==> src/rtl/util_watch_dog_ctrl.sv <==
// Two-stage escalating watchdog: prescaled countdown through RUN -> WARN -> BITE,
// with keyed kicks, a timed reset pulse on second expiry and a sticky config lock.
module util_watch_dog_ctrl #(
    parameter int          CNT_W   = 32,
    parameter int          PRE_W   = 16,
    parameter logic [15:0] KEY     = 16'hA5C3,
    parameter int          RST_LEN = 16
) (
    input  logic             clk,
    input  logic             rst,
    input  logic             cfg_en,
    input  logic             cfg_lock,
    input  logic [PRE_W-1:0] cfg_prescale,
    input  logic [CNT_W-1:0] cfg_warn_preset,
    input  logic [CNT_W-1:0] cfg_bite_preset,
    input  logic             kick_valid,
    input  logic [15:0]      kick_key,
    output logic [1:0]       state,
    output logic [CNT_W-1:0] count,
    output logic             warn_irq,
    output logic             bite_rst,
    output logic [7:0]       bite_cnt,
    output logic             locked
);

    typedef enum logic [1:0] {
        S_IDLE = 2'd0,
        S_RUN  = 2'd1,
        S_WARN = 2'd2,
        S_BITE = 2'd3
    } state_t;

    localparam int LEN_W = (RST_LEN > 1) ? $clog2(RST_LEN) : 1;
    localparam logic [LEN_W-1:0] LEN_LAST = LEN_W'(RST_LEN - 1);

    state_t           state_q, state_d;
    logic [CNT_W-1:0] count_q, count_d;
    logic             warn_irq_q, warn_irq_d;
    logic             bite_rst_q, bite_rst_d;
    logic [7:0]       bite_cnt_q, bite_cnt_d;
    logic             locked_q, locked_d;
    logic [PRE_W-1:0] pre_q, pre_d;
    logic [LEN_W-1:0] len_q, len_d;
    logic [PRE_W-1:0] sh_pre_q, sh_pre_d;
    logic [CNT_W-1:0] sh_warn_q, sh_warn_d;
    logic [CNT_W-1:0] sh_bite_q, sh_bite_d;

    logic en_eff, tick, good_kick, bad_kick, do_bite;

    always_comb begin
        state_d    = state_q;
        count_d    = count_q;
        warn_irq_d = warn_irq_q;
        bite_rst_d = bite_rst_q;
        bite_cnt_d = bite_cnt_q;
        pre_d      = '0;
        len_d      = '0;
        do_bite    = 1'b0;

        locked_d  = locked_q | cfg_lock;
        sh_pre_d  = locked_q ? sh_pre_q  : cfg_prescale;
        sh_warn_d = locked_q ? sh_warn_q : cfg_warn_preset;
        sh_bite_d = locked_q ? sh_bite_q : cfg_bite_preset;

        en_eff    = cfg_en | locked_q;
        tick      = (pre_q == sh_pre_q);
        good_kick = kick_valid && (kick_key == KEY);
        bad_kick  = kick_valid && (kick_key != KEY);

        case (state_q)
            S_IDLE: begin
                count_d = '0;
                if (en_eff) begin
                    state_d = S_RUN;
                    count_d = sh_warn_q;
                end
            end
            S_RUN, S_WARN: begin
                pre_d = tick ? '0 : pre_q + 1'b1;
                if (!en_eff) begin
                    state_d    = S_IDLE;
                    count_d    = '0;
                    warn_irq_d = 1'b0;
                    pre_d      = '0;
                end else if (bad_kick) begin
                    do_bite = 1'b1;
                end else if (good_kick) begin
                    state_d    = S_RUN;
                    count_d    = sh_warn_q;
                    warn_irq_d = 1'b0;
                    pre_d      = '0;
                end else if (tick) begin
                    if (count_q != '0) begin
                        count_d = count_q - 1'b1;
                    end else if (state_q == S_RUN) begin
                        state_d    = S_WARN;
                        count_d    = sh_bite_q;
                        warn_irq_d = 1'b1;
                    end else begin
                        do_bite = 1'b1;
                    end
                end
            end
            default: begin
                // BITE: the pulse always runs its full length; only rst can cut it short.
                count_d = '0;
                if (len_q == LEN_LAST) begin
                    bite_rst_d = 1'b0;
                    state_d    = en_eff ? S_RUN : S_IDLE;
                    count_d    = en_eff ? sh_warn_q : '0;
                end else begin
                    len_d = len_q + 1'b1;
                end
            end
        endcase

        if (do_bite) begin
            state_d    = S_BITE;
            count_d    = '0;
            warn_irq_d = 1'b0;
            bite_rst_d = 1'b1;
            pre_d      = '0;
            len_d      = '0;
            bite_cnt_d = (bite_cnt_q != 8'hFF) ? bite_cnt_q + 8'd1 : bite_cnt_q;
        end
    end

    always_ff @(posedge clk) begin
        if (rst) begin
            state_q    <= S_IDLE;
            count_q    <= '0;
            warn_irq_q <= 1'b0;
            bite_rst_q <= 1'b0;
            bite_cnt_q <= '0;
            locked_q   <= 1'b0;
            pre_q      <= '0;
            len_q      <= '0;
            sh_pre_q   <= '0;
            sh_warn_q  <= '0;
            sh_bite_q  <= '0;
        end else begin
            state_q    <= state_d;
            count_q    <= count_d;
            warn_irq_q <= warn_irq_d;
            bite_rst_q <= bite_rst_d;
            bite_cnt_q <= bite_cnt_d;
            locked_q   <= locked_d;
            pre_q      <= pre_d;
            len_q      <= len_d;
            sh_pre_q   <= sh_pre_d;
            sh_warn_q  <= sh_warn_d;
            sh_bite_q  <= sh_bite_d;
        end
    end

    assign state    = state_q;
    assign count    = count_q;
    assign warn_irq = warn_irq_q;
    assign bite_rst = bite_rst_q;
    assign bite_cnt = bite_cnt_q;
    assign locked   = locked_q;

endmodule
==> config.mk <==
export PLATFORM = sky130hd
export DESIGN_NAME = util_watch_dog_ctrl
export DESIGN_NICKNAME = d
export VERILOG_FILES = /design/src/rtl/util_watch_dog_ctrl.sv
export SDC_FILE = /design/constraint.sdc
export NUM_CORES = 1
export LEC_CHECK = 0
export CAP_MARGIN = 40
export CORE_UTILIZATION = 30
export DETAILED_ROUTE_END_ITERATION = 10
export GPL_TIMING_DRIVEN = 0
export SYNTH_ARGS = -nofsm -noshare
export SYNTH_HDL_FRONTEND = slang
export SYNTH_SLANG_ARGS = --single-unit
==> constraint.sdc <==
create_clock -name clk -period 7.5 [get_ports clk]
set_input_delay 1.125 -clock clk [delete_from_list [all_inputs] [get_ports clk]]
set_output_delay 1.125 -clock clk [all_outputs]
set_load 0.1 [all_outputs]
Word-level counts from Yosys, hierarchy flattened
Index checks and enable logic that the tools add are counted.

storage, ports and cells
  ROM bits = 0
  input bits = 101
  RAM bits = 0
  output and inout port bits = 45
  memories = 0
  register bits after elaboration = 145
  logic and storage cells = 94
  bits in latches = 0

operators by class
  div/mod/pow operators = 0
  shift-type cells = 0
  $add $sub $neg = 4
  eq/ne operators = 20
  reductions and logical operators = 16
  multiplexer cells = 39
  bitwise gates (word level) = 4
  $lt $le $gt $ge = 0
  multipliers = 0

operator list
  operator                                                                 count
  32-bit two-way mux                                                       8
  32-bit one-hot mux with 2 select lines                                   1
  16-bit two-way mux                                                       3
  32-bit nonzero test                                                      1
  32-bit by 1-bit subtractor with 32-bit output, second input constant     1
  5-bit inequality test, second input constant                             4
  2-bit two-way mux                                                        9
  1-bit two-way mux                                                        17
  16-bit by 1-bit adder with 16-bit output, second input constant          1
  16-bit == test                                                           1
  16-bit == test, second input constant                                    1
  16-bit inequality test, second input constant                            1
  3-bit inequality test, second input constant                             3
  8-bit by 1-bit adder with 8-bit output, second input constant            1
  4-bit inequality test, second input constant                             2
  8-bit inequality test, second input constant                             1
  3-bit by 1-bit inequality test with 1-bit output, second input constant  2
  6-bit AND reduction                                                      1
  6-bit OR reduction                                                       1
  5-bit AND reduction                                                      1
  4-bit by 1-bit adder with 4-bit output, second input constant            1
  4-bit == test, second input constant                                     1
  2-bit one-hot mux with 2 select lines                                    1
  2-bit AND reduction                                                      2
  14 further kinds                                                         18

Longest topological paths before layout
  depth after elaboration = 10
  gate-level depth with buffers = 12
  gate-level depth less buffers = 9

Worst setup path after synthesis
Ideal clock, no wire load.

  path type = input port to flip-flop
  start = in kick_key[3]
  end = reg pre_q[10]
  setup time = 0.064 ns
  data arrival time = 3.123 ns
  path buffers = 3
  cell stages on the path = 10
  path slack = 4.313 ns
  cell sequence = nor4b_1 nand3_1 o311ai_4 inv_1 a21o_1 buf_2 or3_1 buf_2 buf_2 nor2_1

on the way
  cells in the longest elaborated chain, start to end = 7

RTL lines
  what                                 line  source
  start: declaration                   17    input logic [15:0] kick_key,
  16-bit == test                       67    good_kick = kick_valid && (kick_key == KEY);
  1-bit logical AND                    67
  1-bit two-way mux                    87    end else if (good_kick) begin
  1-bit two-way mux                    85    end else if (bad_kick) begin
  1-bit two-way mux                    80    if (!en_eff) begin
  1-bit two-way mux                    70    case (state_q)
  4-bit OR reduction (no source line)  --
  end signal: assignment               148   pre_q <= pre_d;
  end: declaration                     42    logic [PRE_W-1:0] pre_q, pre_d;

Several ways; a longest one is shown, not always the timed one.
A chain may end at the register's enable or synchronous reset.

Final worst setup path
  start = in kick_key[3]
  end = reg count_q[18], in the netlist count[18]

on the way
  cells in the longest elaborated chain, start to end = 7

RTL lines
  what                                 line  source
  16-bit == test                       67
  1-bit logical AND                    67
  1-bit two-way mux                    87
  1-bit two-way mux                    85
  1-bit two-way mux                    80
  1-bit two-way mux                    70
  2-bit OR reduction (no source line)  --
  end signal: assignment               143   count_q <= count_d;
  end: declaration                     37    logic [CNT_W-1:0] count_q, count_d;

Several ways; a longest one is shown, not always the timed one. The select of a mux whose other input is x is not followed.

==> impl_metrics.csv <==
group,metric,value,unit
logic_synthesis,synth_nets,906,
timing,fin_crit_sh,52.44,%
routing,viasPerCell,4.907,
cells_and_area,fin_util,45.44,%
cells_and_area,drive_gt1_share,11.05,%
critical_path,cp.arrival,4.22,ns
hold_path,hold_path_class,"flip-flop to flip-flop",
placement,io_buffers,145,
grt,grt_use_total,19.27,%
grt,grt_pass1_wl,35420,µm
die,fp.coreArea,22850,µm²
critical_path,cp_data_required_time,7.78,ns
logic_synthesis,yosysTopAreaCellShare,41.27,%
cells_and_area,area_growth,47.61,%
placement,place_congestion,0.9008,
timing,hold_ws,0.4657,ns
hold_path,whs_path_depth,1,
cts,clk_pin_slew,0.07,ns
critical_path,worstReg2RegEnd,"count[12]",
power_and_ir_drop,peakVddDrop,0.0002500,V
critical_path,path_buf_inv,3,
power_and_ir_drop,power.leakage,4.018,nW
die,die_h,155.1,µm
critical_path,r2r_setup_slack,4.25,ns
cts,ctsResizeCount,0,
critical_path,max_stage_delay,0.60,ns
hold_path,worst_hold_path.endpoint,"len_q[0]",
cts,clk_latency,0.43,ns
logic_synthesis,ys_ff_latch,145,
placement,dp_hpwl,16850,µm
timing,timing.slew.headroom,40.88,%
timing,timing.setup.tns,0,ns
cts,cts_inserted_buffers,17,
status,status,"finished clean",
die,io_pins,146,
critical_path,reg2reg_depth,9,
critical_path,crit_fanout,10,
grt,grt-ovfl-total,0,
die,start_util,30.78,%
die,rows,55,
die,chipWidth,155.1,µm
logic_synthesis,synth_common_cells,"nor2_1, dfxtp_1, mux2i_1",
logic_synthesis,avgSynthCellArea,8.824,µm²
logic_synthesis,synth_flop_cell,"dfxtp_1",
critical_path,reg2reg_from,"count[23]",
cells_and_area,fillCellCount,2243,
logic_synthesis,netlist_area,7033,µm²
routing,dr.pass1.iters,9,
cells_and_area,nets,1119,
critical_path,critPathSlowestCell,"o311ai_4",
cts,clock_sinks,145,
logic_synthesis,synth-edff-count,0,
hold_path,hp-start,"len_q[0]",
critical_path,path_common_cell,"clkbuf_1",
critical_path,cp-end-kind,"flip-flop",
cts,clock_path_buffers,2,
job,cap_violations,0,
grt,grt_pass1_vias,6463,
die,die_area,24060,µm²
timing,fin_skew,0.01216,ns
timing,fmax,254.3,MHz
logic_synthesis,synthCells,797,
grt,grt_max_degree,17,
routing,drc,0,
timing,setup_violations,0,
critical_path,path_cells,"clkdlybuf4s50_1 -> nor4b_1 -> nand3_1 -> o311ai_4 -> or2_2 -> clkbuf_1 -> clkbuf_1 -> nor3_1 -> a21oi_1 -> a211oi_1",
cts,root_buffer,"clkbuf_16",
logic_synthesis,ys_async_sr_fraction,0,%
grt,grt_antenna_before_repair,1,
timing,hold_viol_final,0,
logic_synthesis,yosysSeqAreaShare,41.27,%
cts,cts_tree,"yes",
routing,totalWireLength,22440,µm
critical_path,cpLargestDelayFamily,"buffers and inverters",
timing,rsz0062_at_grt,"no",
routing,drt_iter0_drc,323,
cts,cts_setup_buffers,0,
logic_synthesis,yosys_warnings,0,
cts,hold_buffers,0,
logic_synthesis,synth_area_leaders,"dfxtp_1, mux2i_1, nor2_1, xnor2_1, nor3_1",
cts,cts_max_level,4,
routing,avgRoutedWirePerCell,16.79,µm
timing,drv_slew,0,
logic_synthesis,ys_types,59,
timing,tightest_slew,0.8868,ns
routing,ant_nets,0,
critical_path,crit_type,"input pin to flip-flop",
routing,vias,6560,
timing,fin_crit,3.933,ns
power_and_ir_drop,power.density,397.5,nW/µm²
logic_synthesis,synth_largest_area_cell,"dfxtp_1",
critical_path,setup.worst_path.start_class,"input pin",
logic_synthesis,yosysMostFrequentCell,"nor2_1",
power breakdown:
| part | switching [W] | internal, W | leakage (nW) |
|---|---|---|---|
| clock | 0.000384 | 0.000509 | 0.304 |
| sequential | 0.000152 | 0.000880 | 1.19 |
| combinational | 0.00135 | 0.000847 | 2.52 |
| total | 0.00189 | 0.00224 | 4.02 |
flip-flops by register name, summed over array words and instances (netlist names):
| signal | count |
|---|---|
| state | 2 |
| pre_q | 16 |
| warn_irq | 1 |
| locked | 1 |
| count | 32 |
| bite_cnt | 8 |
| sh_warn_q | 32 |
| bite_rst | 1 |
| sh_bite_q | 32 |
| sh_pre_q | 16 |
| len_q | 4 |
worst max-delay path by stage:
stage           endpoint        start  cells after the start
3_5_place_dp   count[18]   kick_valid                     10
3_3_place_gp   count[18]   kick_valid                     10
4_1_cts        count[18]   kick_valid                     10
6_report       count[18]  kick_key[3]                     10
5_1_grt        count[18]  kick_key[3]                     10
2_1_floorplan  pre_q[10]  kick_key[3]                     10
cell families (layout without fill, tap and decap cells):
| kind of cell | after synthesis | count (layout) | synth area share, % |
|---|---|---|---|
| AO/OA/AOI/OAI | 111 | 111 | 11.71 |
| XOR/XNOR | 62 | 62 | 7.721 |
| adder cells (fa/ha/maj) | 8 | 8 | 1.423 |
| buffers and inverters | 58 | 284 | 3.487 |
| flip-flops | 145 | 145 | 41.27 |
| multiplexers | 83 | 83 | 11.83 |
| other | 0 | 1 | 0 |
| AND/OR/NAND/NOR | 330 | 330 | 22.56 |
cells in the final DEF (no fill, tap or decap), types with 7 or more instances in the layout:
cell type	instances
nand2_1	25
a221oi_1	11
nor2_1	180
nand4_1	8
mux2i_1	82
a21oi_1	25
o21ai_0	12
or3_1	8
buf_8	31
and3_1	9
o211ai_1	7
a211oi_1	20
clkbuf_1	33
clkbuf_16	17
buf_16	14
nor3_1	35
xnor2_1	43
inv_1	10
nand3_1	15
xor2_1	19
buf_2	11
ha_1	8
dfxtp_1	145
nor4_1	15
clkdlybuf4s50_1	145
metrics by stage:
stage / power, W / cell area, µm² / std cells / setup slack [ns]
after floorplan: 0.002406 / 7033 / 797 / 4.313
after global placement: 0.002908 / 8876 / 1255 / 3.164
after detailed placement: 0.003227 / 9762 / 1304 / 3.163
after CTS: 0.004132 / 10380 / 1336 / 3.518
after global routing: 0.004329 / 10380 / 1337 / 3.269
final: 0.004127 / 10380 / 1337 / 3.567
final cells by class:
cell class | count | area (µm²) | area share [%]
Inverter | 10 | 37.54 | 0.3616
Antenna cell | 1 | 2.502 | 0.02411
Timing Repair Buffer | 194 | 2337 | 22.51
Clock buffer | 17 | 425.4 | 4.098
Clock inverter | 15 | 191.4 | 1.844
Sequential cell | 145 | 2903 | 27.96
Tap cell | 313 | 391.6 | 3.772
Buffer | 48 | 207.7 | 2.001
Multi-Input combinational cell | 594 | 3885 | 37.42
metal layers:
metal	GRT usage, %	vias up	part of all wire, %	routed length, µm
li1	-	3249	-	-
met1	25.56	3058	46	10430
met2	30.67	215	45	10150
met3	3.844	38	6.1	1358
met4	7.544	0	2.3	510
met5	0	-	0	0
No activity file was read; power rests on OpenSTA's default activity.
